$ cat src/rtl/fir_mac_param_if.sv
// Sample/coefficient/result bundle for fir_mac_param.
// The filter uses the slave side; a sample source or bench uses the master side.
interface fir_mac_param_if #(
    parameter int DATA_W = 8,
    parameter int OUT_W  = 18
);
    // Sample handshake: a sample on 'a' moves only on a rising edge where
    // in_valid and in_ready are both 1. The source holds 'a' while in_valid=1
    // and in_ready=0. out_valid is a one-cycle pulse marking a new 'y'.
    logic [DATA_W-1:0] a;
    logic              in_valid;
    logic              in_ready;
    logic              shift_en;
    logic              shift_in;
    logic              coef_load;
    logic [OUT_W-1:0]  y;
    logic              out_valid;
    logic              coef_pending;
    logic [1:0]        state;

    modport slave (
        input  a, in_valid, shift_en, shift_in, coef_load,
        output in_ready, y, out_valid, coef_pending, state
    );

    modport master (
        output a, in_valid, shift_en, shift_in, coef_load,
        input  in_ready, y, out_valid, coef_pending, state
    );
endinterface

$ cat src/rtl/fir_mac_param.sv
// TAPS-tap unsigned FIR filter built around a single time-multiplexed MAC.
// Coefficients are loaded serially into a shadow chain and committed atomically in IDLE.
module fir_mac_param #(
    parameter int DATA_W = 8,
    parameter int COEF_W = 8,
    parameter int TAPS   = 4,
    parameter int OUT_W  = DATA_W + COEF_W + $clog2(TAPS)
) (
    input  logic            ph1,
    input  logic            reset,
    fir_mac_param_if.slave  bus
);

    localparam int K_W  = $clog2(TAPS);
    localparam int P_W  = DATA_W + COEF_W;
    localparam int SH_W = TAPS * COEF_W;

    typedef enum logic [1:0] {
        S_IDLE = 2'd0,
        S_MAC  = 2'd1,
        S_DONE = 2'd2
    } state_e;

    state_e              state_q, state_d;
    logic [DATA_W-1:0]   x_q [TAPS];
    logic [DATA_W-1:0]   x_d [TAPS];
    logic [COEF_W-1:0]   c_q [TAPS];
    logic [COEF_W-1:0]   c_d [TAPS];
    logic [SH_W-1:0]     shadow_q, shadow_d;
    logic [OUT_W-1:0]    acc_q, acc_d;
    logic [OUT_W-1:0]    y_q, y_d;
    logic [K_W-1:0]      k_q, k_d;
    logic                pend_q, pend_d;

    logic                in_ready_s;
    logic                out_valid_s;
    logic                accept;
    logic                last_tap;
    logic                commit;
    logic [P_W-1:0]      prod;
    logic [OUT_W-1:0]    acc_sum;

    assign accept   = bus.in_valid & in_ready_s;
    assign last_tap = (state_q == S_MAC) && (k_q == K_W'(TAPS - 1));
    // A pending or same-cycle load commits only in IDLE, so an in-flight sum keeps its coefficients.
    assign commit   = (state_q == S_IDLE) && (pend_q || bus.coef_load);

    assign prod     = P_W'(c_q[k_q]) * P_W'(x_q[k_q]);
    assign acc_sum  = acc_q + OUT_W'(prod);

    // ---------------- FSM: state register ----------------
    always_ff @(posedge ph1 or negedge reset) begin
        if (!reset) begin
            state_q <= S_IDLE;
        end else begin
            state_q <= state_d;
        end
    end

    // ---------------- FSM: next state ----------------
    always_comb begin
        state_d = state_q;
        case (state_q)
            S_IDLE:  if (accept) state_d = S_MAC;
            S_MAC:   if (last_tap) state_d = S_DONE;
            S_DONE:  state_d = S_IDLE;
            default: state_d = S_IDLE;
        endcase
    end

    // ---------------- FSM: outputs ----------------
    always_comb begin
        in_ready_s  = 1'b0;
        out_valid_s = 1'b0;
        case (state_q)
            S_IDLE:  in_ready_s  = 1'b1;
            S_DONE:  out_valid_s = 1'b1;
            default: ;
        endcase
    end

    // ---------------- Datapath next-state ----------------
    always_comb begin
        shadow_d = shadow_q;
        if (bus.shift_en) begin
            shadow_d = {shadow_q[SH_W-2:0], bus.shift_in};
        end

        pend_d = pend_q;
        if (state_q == S_IDLE) begin
            pend_d = 1'b0;
        end else if (bus.coef_load) begin
            pend_d = 1'b1;
        end

        for (int i = 0; i < TAPS; i++) begin
            c_d[i] = commit ? shadow_q[i*COEF_W +: COEF_W] : c_q[i];
        end

        for (int i = 0; i < TAPS; i++) begin
            x_d[i] = x_q[i];
        end
        if (accept) begin
            x_d[0] = bus.a;
            for (int i = 1; i < TAPS; i++) begin
                x_d[i] = x_q[i-1];
            end
        end

        acc_d = acc_q;
        k_d   = k_q;
        y_d   = y_q;
        if (accept) begin
            acc_d = '0;
            k_d   = '0;
        end else if (state_q == S_MAC) begin
            acc_d = acc_sum;
            k_d   = k_q + K_W'(1);
            // y takes the final sum as DONE is entered, so it is new while out_valid is high.
            if (last_tap) begin
                y_d = acc_sum;
            end
        end
    end

    // ---------------- Datapath registers ----------------
    always_ff @(posedge ph1 or negedge reset) begin
        if (!reset) begin
            shadow_q <= '0;
            pend_q   <= 1'b0;
            acc_q    <= '0;
            k_q      <= '0;
            y_q      <= '0;
            for (int i = 0; i < TAPS; i++) begin
                x_q[i] <= '0;
                c_q[i] <= '0;
            end
        end else begin
            shadow_q <= shadow_d;
            pend_q   <= pend_d;
            acc_q    <= acc_d;
            k_q      <= k_d;
            y_q      <= y_d;
            for (int i = 0; i < TAPS; i++) begin
                x_q[i] <= x_d[i];
                c_q[i] <= c_d[i];
            end
        end
    end

    assign bus.in_ready     = in_ready_s;
    assign bus.out_valid    = out_valid_s;
    assign bus.y            = y_q;
    assign bus.coef_pending = pend_q;
    assign bus.state        = state_q;

endmodule

$ cat src/flat_wrapper.sv
// flat-port wrapper written by rule: the top's interface ports become plain ports
module fir_mac_param_flat 
#(
    parameter int DATA_W = 8,
    parameter int COEF_W = 8,
    parameter int TAPS   = 4,
    parameter int OUT_W  = DATA_W + COEF_W + $clog2(TAPS)
)
  (ph1, reset, bus_a, bus_in_valid, bus_shift_en, bus_shift_in, bus_coef_load, bus_in_ready, bus_y, bus_out_valid, bus_coef_pending, bus_state);
  fir_mac_param_if #(.DATA_W(DATA_W), .OUT_W(OUT_W)) bus_i ();
  input  logic ph1;
  input  logic reset;
  input wire logic [$bits(bus_i.a)-1:0] bus_a;
  input wire logic [$bits(bus_i.in_valid)-1:0] bus_in_valid;
  input wire logic [$bits(bus_i.shift_en)-1:0] bus_shift_en;
  input wire logic [$bits(bus_i.shift_in)-1:0] bus_shift_in;
  input wire logic [$bits(bus_i.coef_load)-1:0] bus_coef_load;
  output wire logic [$bits(bus_i.in_ready)-1:0] bus_in_ready;
  output wire logic [$bits(bus_i.y)-1:0] bus_y;
  output wire logic [$bits(bus_i.out_valid)-1:0] bus_out_valid;
  output wire logic [$bits(bus_i.coef_pending)-1:0] bus_coef_pending;
  output wire logic [$bits(bus_i.state)-1:0] bus_state;
  assign bus_i.a = bus_a;
  assign bus_i.in_valid = bus_in_valid;
  assign bus_i.shift_en = bus_shift_en;
  assign bus_i.shift_in = bus_shift_in;
  assign bus_i.coef_load = bus_coef_load;
  assign bus_in_ready = bus_i.in_ready;
  assign bus_y = bus_i.y;
  assign bus_out_valid = bus_i.out_valid;
  assign bus_coef_pending = bus_i.coef_pending;
  assign bus_state = bus_i.state;
  fir_mac_param #(.DATA_W(DATA_W), .COEF_W(COEF_W), .TAPS(TAPS), .OUT_W(OUT_W)) u_core (.ph1(ph1), .reset(reset), .bus(bus_i));
endmodule
$ cat config.mk
export PLATFORM = sky130hd
export DESIGN_NAME = fir_mac_param_flat
export DESIGN_NICKNAME = d
export VERILOG_FILES = /design/src/rtl/fir_mac_param_if.sv /design/src/rtl/fir_mac_param.sv /design/src/flat_wrapper.sv
export SDC_FILE = /design/constraint.sdc
export NUM_CORES = 1
export LEC_CHECK = 0
export ABC_CLOCK_PERIOD_IN_PS = 13370
export CAP_MARGIN = 20
export CORE_MARGIN = 2
export CORE_UTILIZATION = 48
export DETAILED_ROUTE_END_ITERATION = 16
export GPL_TIMING_DRIVEN = 0
export HOLD_SLACK_MARGIN = 0.02
export PLACE_DENSITY = 0.75
export SYNTH_ARGS = -nofsm -noshare
export SYNTH_HDL_FRONTEND = slang
export SYNTH_SLANG_ARGS = --single-unit
$ cat constraint.sdc
create_clock -name ph1 -period 13.37 [get_ports ph1]
set_clock_uncertainty 0.2 [all_clocks]
set_input_delay 1.337 -clock ph1 [delete_from_list [all_inputs] [get_ports ph1]]
set_output_delay 1.337 -clock ph1 [all_outputs]
set_load 0.03 [all_outputs]
==> results of run 1 <==
[path summary, 6_finish.rpt]
| check | from | end | depth (start not counted) |
|---|---|---|---|
| worst max-delay path | u_core.k_q[1] | u_core.bus.y[15] | 17 |
| worst min-delay path | u_core.bus.y[11] | u_core.bus.y[11] | 2 |
| min in group asynchronous | reset | u_core.shadow_q[18] | 1 |
| worst max register to register | u_core.k_q[1] | u_core.bus.y[15] | 17 |
| max in group asynchronous | reset | u_core.bus.state[0] | 2 |
| worst min register to register | u_core.bus.y[11] | u_core.bus.y[11] | 2 |
[stage by stage]
step / std cells / cell area, um^2 / worst slack (ps) / util, %
floorplan: 752 / 8150 / 7590 / -
global placement: 1007 / 8770 / 5310 / 52.9
detailed placement: 1008 / 8800 / 6980 / 53.1
CTS: 1040 / 9380 / 6950 / 56.6
global route: 1040 / 9380 / 6690 / 56.6
finish: 1040 / 9380 / 6980 / 56.6
[sequential cells by signal (all words and copies together), names as in the netlist]
register,cells
u_core.k_q,2
u_core.bus.y,18
u_core.x_q,32
u_core.shadow_q,32
u_core.acc_q,18
u_core.c_q,32
u_core.bus.coef_pending,1
u_core.bus.state,2
[layer usage]
metal,vias to the layer above,routed length [um],track usage [%]
met5,-,0,0
met4,0,357,7.49
met3,26,666,4.61
met2,110,7650,31.9
met1,2715,7380,26.6
li1,2559,-,-
[worst min-delay path: cells and delay by family (launching register included)]
kind | cells | cell delay (ps)
simple gates | 1 | 50
flops | 1 | 340
compound gates | 1 | 60
[synthesized netlist by cell type (3+ instances only)]
master	number	area [um^2]
sky130_fd_sc_hd__o31ai_1	4	30.0
sky130_fd_sc_hd__a21oi_1	12	60.1
sky130_fd_sc_hd__nor2_1	9	33.8
sky130_fd_sc_hd__o21ai_0	23	115
sky130_fd_sc_hd__nand3_1	18	90.1
sky130_fd_sc_hd__nor3_1	3	15.0
sky130_fd_sc_hd__xnor2_1	6	52.6
sky130_fd_sc_hd__clkbuf_1	21	78.8
sky130_fd_sc_hd__fa_1	50	1000
sky130_fd_sc_hd__a21o_1	4	30.0
sky130_fd_sc_hd__buf_1	5	18.8
sky130_fd_sc_hd__mux2_2	69	777
sky130_fd_sc_hd__o21ai_1	5	25.0
sky130_fd_sc_hd__inv_1	97	364
sky130_fd_sc_hd__nand2_1	159	597
sky130_fd_sc_hd__ha_1	41	513
sky130_fd_sc_hd__a31oi_1	3	18.8
sky130_fd_sc_hd__xor2_1	5	43.8
sky130_fd_sc_hd__nand4b_1	3	26.3
sky130_fd_sc_hd__and2_1	35	219
sky130_fd_sc_hd__mux4_2	16	360
sky130_fd_sc_hd__dfrtp_1	137	3430
[logic make-up after synthesis]
group	count (synthesis)	share of synthesized area, %
AOI/OAI and AO/OA	61	4.82
DFF	137	42.1
muxes	86	14.1
buffers and inverters	125	5.79
and+or+nand+nor	240	13.1
adders and majority gates	91	18.6
xor gates and xnor gates	12	1.47
[cell type report]
type                       count  area (um^2)
clock buffer                  18          439
inverter                      97          364
multi-input combinational    490         4250
tap                          220          275
buffer                        28          108
clock inverter                14          136
fill                        1437         7200
sequential                   137         3430
timing repair buffer          36          379
==> results by stage, run 1 <==
Status:
- The run finished with clean final reports.

Synthesis:
- The synthesis warning total is 0.
- The number of different library cells used by synthesis comes to 44.
- The most used flip-flop cell after synthesis is sky130_fd_sc_hd__dfrtp_1.
- The number of nets produced by synthesis is 857.
- Synthesis inferred 137 register bits.
- The proportion of synthesized flip-flops having asynchronous set or reset is 100%.
- Summing the sequential cell areas from Yosys gives about 42% of the chip area.
- The synthesized cell area is roughly 8100 um^2.
- Averaged over all synthesized cells, the footprint is 10.8 um^2.
- The number of enable-type register cells in the synthesized netlist is 0.
- The cell count after synthesis came out at around 750.

Timing:
- The final count of hold timing violations is 0.
- The final worst-path cycle share is 47.8%.
- Setup repair after global routing left no endpoint under its margin.
- The setup total negative slack is 0 ps.
- The worst hold slack is 274 ps.
- Setup violations remaining at the end of the flow were counted as 0.
- For the pin with the worst max-slew slack, the measured transition is 935 ps.
- The time the worst path needs with I/O delays and setup is roughly 6400 ps.
- The maximum operating frequency is 156 MHz.
- The max-slew violation total from the final report is 0.
- The worst pin sits at a relative slew slack of 37.2%.

Worst setup path:
- The critical setup path kind is flop to flop.
- Broken down by cell family, the worst path's largest delay share belongs to adder cells.
- For the worst setup path, the data arrival time is 6490 ps.
- The delay of the slowest cell on the worst path is 550 ps.
- The startpoint class of the critical path is a flop.
- The reg2reg setup slack is 6980 ps.
- The cell type with the highest occurrence count on the critical path is sky130_fd_sc_hd__fa_1.
- Traced cell by cell, the critical path runs through clkbuf_1 -> clkbuf_1 -> mux4_2 -> and2_1 -> fa_1 -> fa_1 -> fa_1 -> inv_1 -> fa_1 -> inv_1 -> ha_1 -> and3_2 -> a221o_2 -> a311oi_2 -> o21ai_1 -> xnor2_1 -> o21ai_1.
- Data on the critical path is required at its endpoint by approximately 13000 ps.
- Of all nets on the critical path, the largest fanout is 10.
- The cell at the slowest stage of the critical path is sky130_fd_sc_hd__clkbuf_1.
- Together, buffers and inverters on the worst path number 4.
- STA classifies the critical path endpoint as a flop.

Floorplanning:
- The number of primary I/O pins is 37.
- The region available for standard cell placement spans roughly 17000 um^2.
- Measured along the y axis, the die boundary spans 134 um.
- The effective utilization at floorplan is around half.
- The full die area is 18000 um^2.
- In this run the core area contains 47 standard-cell rows.
- The width of the die is 134 um.

Detailed routing:
- In this run the remaining antenna-violating nets after routing total 0.
- The detail-routed net length per standard cell is roughly 15 um.
- After the first detailed-routing iteration, the DRC count stood at 302.
- The detailed-route vias per instance is 5.20.
- The number of iterations in the first detailed-routing pass is 4.
- The DRC violation count after routing is 0.
- For this block, the routed nets add up to 16100 um of wire.
- The total vias in the final route is 5410.

Clock network:
- The deepest clock path buffer count is 2.
- For the worst-skew pair, the clock arrives at the later sink with an insertion delay of ~430 ps.
- Hold repair after CTS inserted 0 buffers.
- Post-CTS repair changed the size of 0 cells.
- CTS saw 137 sinks.
- The total CTS buffers is 17.
- The clock root buffer is sky130_fd_sc_hd__clkbuf_16.
- The H-tree generated during clock tree synthesis spans 4 levels.
- Clock-pin slew was measured on the worst setup and hold paths at approximately 60 ps.
- The number of setup buffers added after CTS is 0.
- TritonCTS built the clock tree.

Layout:
- Leaving out fill and tap cells, the most frequent cell in the layout is sky130_fd_sc_hd__nand2_1.
- In the final layout, the share of cells above drive strength 1 is roughly 16%.
- The layout net count is slightly above 900.
- Leaving out fill and tap cells, the most frequent cells in the layout are sky130_fd_sc_hd__nand2_1 (159), sky130_fd_sc_hd__dfrtp_1 (137), sky130_fd_sc_hd__inv_1 (97), sky130_fd_sc_hd__mux2_2 (69), sky130_fd_sc_hd__fa_1 (50).
- The final antenna diode count is 0.
- The area growth from synthesis to layout is 15.1%.

Placement:
- Buffers placed on the I/O ports in this run total 35.
- Detailed placement finished with a half-perimeter wire length of about 12000 um.
- Routability-driven placement finished with a final weighted congestion of 0.836.

GRT:
- The maximum number of pins on one net before global-route repair is 84.
- The final global-route overflow total is 0.
- The number of global-route vias before repair is 5563.
- The global-route wire length before repair is roughly 28000 um.
- The initial antenna violation count is 0.
- Global routing consumed, over all layers together, 19.9% of the routing resources.

Min path:
- The worst hold path belongs to the class flop to flop.

Job:
- The tool flagged a number of max-cap violations equal to 0.
Power of run 1 is not shown: default switching activity piles up to over one toggle a cycle in this logic, so the estimate is an artifact.
==> run 2: changes to the inputs <==
- ABC_CLOCK_PERIOD_IN_PS: 13370 -> 5300
- PLACE_DENSITY: 0.75 -> 0.77
- clock period: 13.37 -> 5.3 ns (I/O delays scaled with it)
==> run 2 against run 1 <==
Cell count is 4.2% higher. Via count is 6.1% higher. Core utilization is 4.9 points higher. Wire length is 17% higher. Sequential share of layout area is 2.9 points lower. The flow now finishes with violations (negative setup slack). Worst hold slack better by 5.1 ps. Non-clock buffer count is 45 higher. Register-to-register slack worse by 7300 ps. Die area stayed put. Largest cell class unchanged.
==> results by stage, run 2 (synthesis gave the netlist of run 1 again) <==
Detailed routing:
- The detailed-route vias per instance came to 5.29 (was 5.20).
- The DRC violation count after routing is 0 (unchanged).
- The starting DRC count in detailed routing came to 501 (was 302).
- The final routed wirelength across all metal layers was 18800 um (was 16100 um).
- The post-route antenna net violation count is 0 (unchanged).
- The total vias in the final route was 5739 (was 5410).
- The detail-routed net length per standard cell is 17.4 um (was 15.4 um).
- The number of iterations in the first detailed-routing pass is 5 (was 4).

Worst setup path:
- CP cell instances: buf_8 -> buf_12 -> mux4_2 -> and2_4 -> fa_1 -> fa_1 -> fa_1 -> inv_1 -> fa_1 -> inv_2 -> ha_4 -> and3_4 -> a221o_2 -> a311oi_2 -> o21ai_1 -> xnor2_1 -> o21ai_1 (was clkbuf_1 -> clkbuf_1 -> mux4_2 -> and2_1 -> fa_1 -> fa_1 -> fa_1 -> inv_1 -> fa_1 -> inv_1 -> ha_1 -> and3_2 -> a221o_2 -> a311oi_2 -> o21ai_1 -> xnor2_1 -> o21ai_1).
- The reg2reg setup slack came to -280 ps (was 6980 ps).
- The delay of the slowest cell on the worst path was 610 ps (was 550 ps).
- The arrival time at the worst endpoint is 5670 ps (was 6490 ps).
- The critical setup path kind is flop to flop (unchanged).
- The destination of the worst register-to-register timing path is u_core.acc_q[15] (was u_core.bus.y[15]).
- The cell type with the highest occurrence count on the critical path was sky130_fd_sc_hd__fa_1 (unchanged).
- The buffers plus inverters on the worst setup path is 4 (unchanged).
- The beginning of the worst register-to-register path is u_core.k_q[0] (was u_core.k_q[1]).
- The cell at the slowest stage of the critical path is sky130_fd_sc_hd__mux4_2 (was sky130_fd_sc_hd__clkbuf_1).
- The cell depth of the worst flop-to-flop path is 17 (unchanged).
- The startpoint class of the critical path is a flop (unchanged).
- The required time of the critical path is 5390 ps (was 13470 ps).
- The sort of element at the end of the critical path is a flop (unchanged).
- The maximum fanout encountered on the critical timing path is 6 (was 10).
- The cell family with the largest share of critical-path delay is adder cells (unchanged).

Layout:
- The most common library cell in the layout ignoring fill and taps is sky130_fd_sc_hd__nand2_1 (unchanged).
- The share of final-layout standard cells stronger than drive strength 1 came to 25.6% (was 15.9%).
- The layout net count is 957 (was 912).
- The multi-input gate area in the final layout is 4540 um^2 (was 4250 um^2).
- The post-route cell area is 10200 um^2 (was 9380 um^2).
- The layout overhead on the synthesized area was 25.0% (was 15.1%).
- Biggest registers after layout: u_core.c_q x32, u_core.shadow_q x32, u_core.x_q x32 (unchanged).
- Commonest cells after routing, fill and taps aside: sky130_fd_sc_hd__nand2_1 (153), sky130_fd_sc_hd__dfrtp_1 (137), sky130_fd_sc_hd__inv_1 (94), sky130_fd_sc_hd__mux2_2 (69), sky130_fd_sc_hd__fa_1 (46) (was sky130_fd_sc_hd__nand2_1 (159), sky130_fd_sc_hd__dfrtp_1 (137), sky130_fd_sc_hd__inv_1 (97), sky130_fd_sc_hd__mux2_2 (69), sky130_fd_sc_hd__fa_1 (50)).
- The filler cell count is 1264 (was 1437).
- The final antenna diode count was 0 (unchanged).
- The area of all sequential standard cells is 3430 um^2 (unchanged).

Min path:
- The startpoint of the most critical hold path is u_core.x_q[3] (was u_core.bus.y[11]).
- The end of the worst hold path is u_core.x_q[3] (was u_core.bus.y[11]).
- The worst hold-check path type is flop to flop (unchanged).
- The worst hold path cell count is 2 (unchanged).

Clock network:
- The H-tree level count is 4 (unchanged).
- The clock tree from TritonCTS is done (unchanged).
- The deepest clock path buffer count is 2 (unchanged).
- The clock root buffer is sky130_fd_sc_hd__clkbuf_16 (unchanged).
- The clock sink count is 137 (unchanged).
- The clock transition time at the flip-flop clock pins of the worst setup and hold paths came to 60 ps (about the same).
- The total CTS buffers is 17 (unchanged).
- The clock latency on the worst-skew pair is 430 ps (about the same).

Timing:
- The final worst setup slack is -282 ps (was 6980 ps).
- The max-slew violation total from the final report is 0 (unchanged).
- The setup violation total in the final timing report is 13 (was 0).
- The final worst-path cycle share was 105% (was 47.8%).
- The worst-case headroom to the max-slew limit was 39.2% (was 37.2%).
- The pin slew with the least headroom to its limit was 906 ps (was 935 ps).
- The maximum operating frequency is 179 MHz (was 156 MHz).
- RSZ-0062 raised after global routing: true (was false).
- The time the worst path needs with I/O delays and setup came to 5580 ps (was 6390 ps).
- The setup total negative slack was -1710 ps (was 0 ps).
- The final count of hold timing violations is 0 (unchanged).

Floorplanning:
- The die outline height came to 134 um (unchanged).
- The full die area is 18000 um^2 (unchanged).
- The core footprint is 16600 um^2 (unchanged).
- The row count is 47 (unchanged).
- The effective utilization at floorplan is 49.1% (unchanged).
- The number of primary I/O pins was 37 (unchanged).
- The width of the die is 134 um (unchanged).

Placement:
- The placed standard-cell area is 8880 um^2 (was 8800 um^2).
- The final RePlAce weighted congestion is 0.815 (was 0.836).
- The number of buffers added on ports is 35 (unchanged).
- The half-perimeter wire length after placement came to 11900 um (was 12000 um).

Status:
- The final reports fail on negative setup slack.
- Result of the run: finished, violations left (was finished clean).

GRT:
- The global router's overall resource usage is 21.4% (was 19.9%).
- The initial antenna violation count is 0 (unchanged).
- The final global-route overflow total came to 0 (unchanged).
- The number of global-route vias before repair is 5834 (was 5563).
- The maximum number of pins on one net before global-route repair is 92 (was 84).
- The global-route wire length before repair was 29700 um (was 27800 um).

Job:
- The reported max-cap violation count is 0 (unchanged).
[run 2: cell count changes in the layout (fill, tap and decap cells not counted), sizes merged]
| cell | before | now |
|---|---|---|
| bufinv | 1 | 2 |
| clkbuf | 39 | 37 |
| dlygate4sd3 | 0 | 1 |
| clkinv | 5 | 2 |
| buf | 9 | 55 |
| clkinvlp | 2 | 1 |
| inv | 103 | 105 |
[run 2: worst min-delay path, delay by kind of cell, from the launching register on]
kind	cells	cell delay (ps)
flip-flops	1	340
AND/OR/NAND/NOR	2	100
[run 2: per-layer routing]
layer  share of wire (%)  track usage [%]  up-vias
met5                   0                0        -
met4                 2.4             9.06        0
met3                 4.4             4.38       29
met2                  51             35.7      160
met1                  42             27.4     2901
li1                    -                -     2649
[run 2: timing repair]
item / in CTS / in global routing
cloned: 1 / 0
pin swaps: 38 / 42
hold buffers: 1 / 0
resized for setup: 35 / 34
setup endpoints to repair: 14 / 18
buffers inserted: 23 / 21
endpoints found under the hold margin: 46 / 0
[run 2: stage by stage]
step	setup slack, ps	hold WS (ps)	cells	util [%]
detailed placement	-405	264	1008	53.6
finish	-282	279	1084	61.4
CTS	-155	279	1063	59.3
global placement	-1920	253	1007	53.4
floorplan	25.5	34.4	752	-
global route	-445	307	1084	61.4
[run 2: final cells by class]
cell class,count,area share [%]
Multi-Input combinational cell,490,44.6
Sequential cell,137,33.6
Clock buffer,18,4.31
Tap cell,220,2.70
Clock inverter,13,1.53
Inverter,97,3.57
Buffer,27,1.40
Timing Repair Buffer,82,8.26
[run 2: worst max path at each step]
stage,slack (ps),startpoint,end,depth (start not counted)
2_1_floorplan,30,u_core.k_q[0],u_core.bus.y[17],18
3_3_place_gp,-1920,reset,u_core.bus.y[16],1
3_5_place_dp,-400,u_core.k_q[1],u_core.acc_q[15],17
4_1_cts,-150,u_core.k_q[0],u_core.acc_q[15],17
5_1_grt,-440,u_core.k_q[0],u_core.acc_q[15],17
6_report,-280,u_core.k_q[0],u_core.acc_q[15],17
Power of run 2 is left out for the same reason.
==> run 3: changes to the inputs <==
- SLEW_MARGIN: not set -> 10
==> results of run 3 <==
Final layout, timing and power as in run 2 (identical DEF).
Power of run 3 is left out for the same reason.
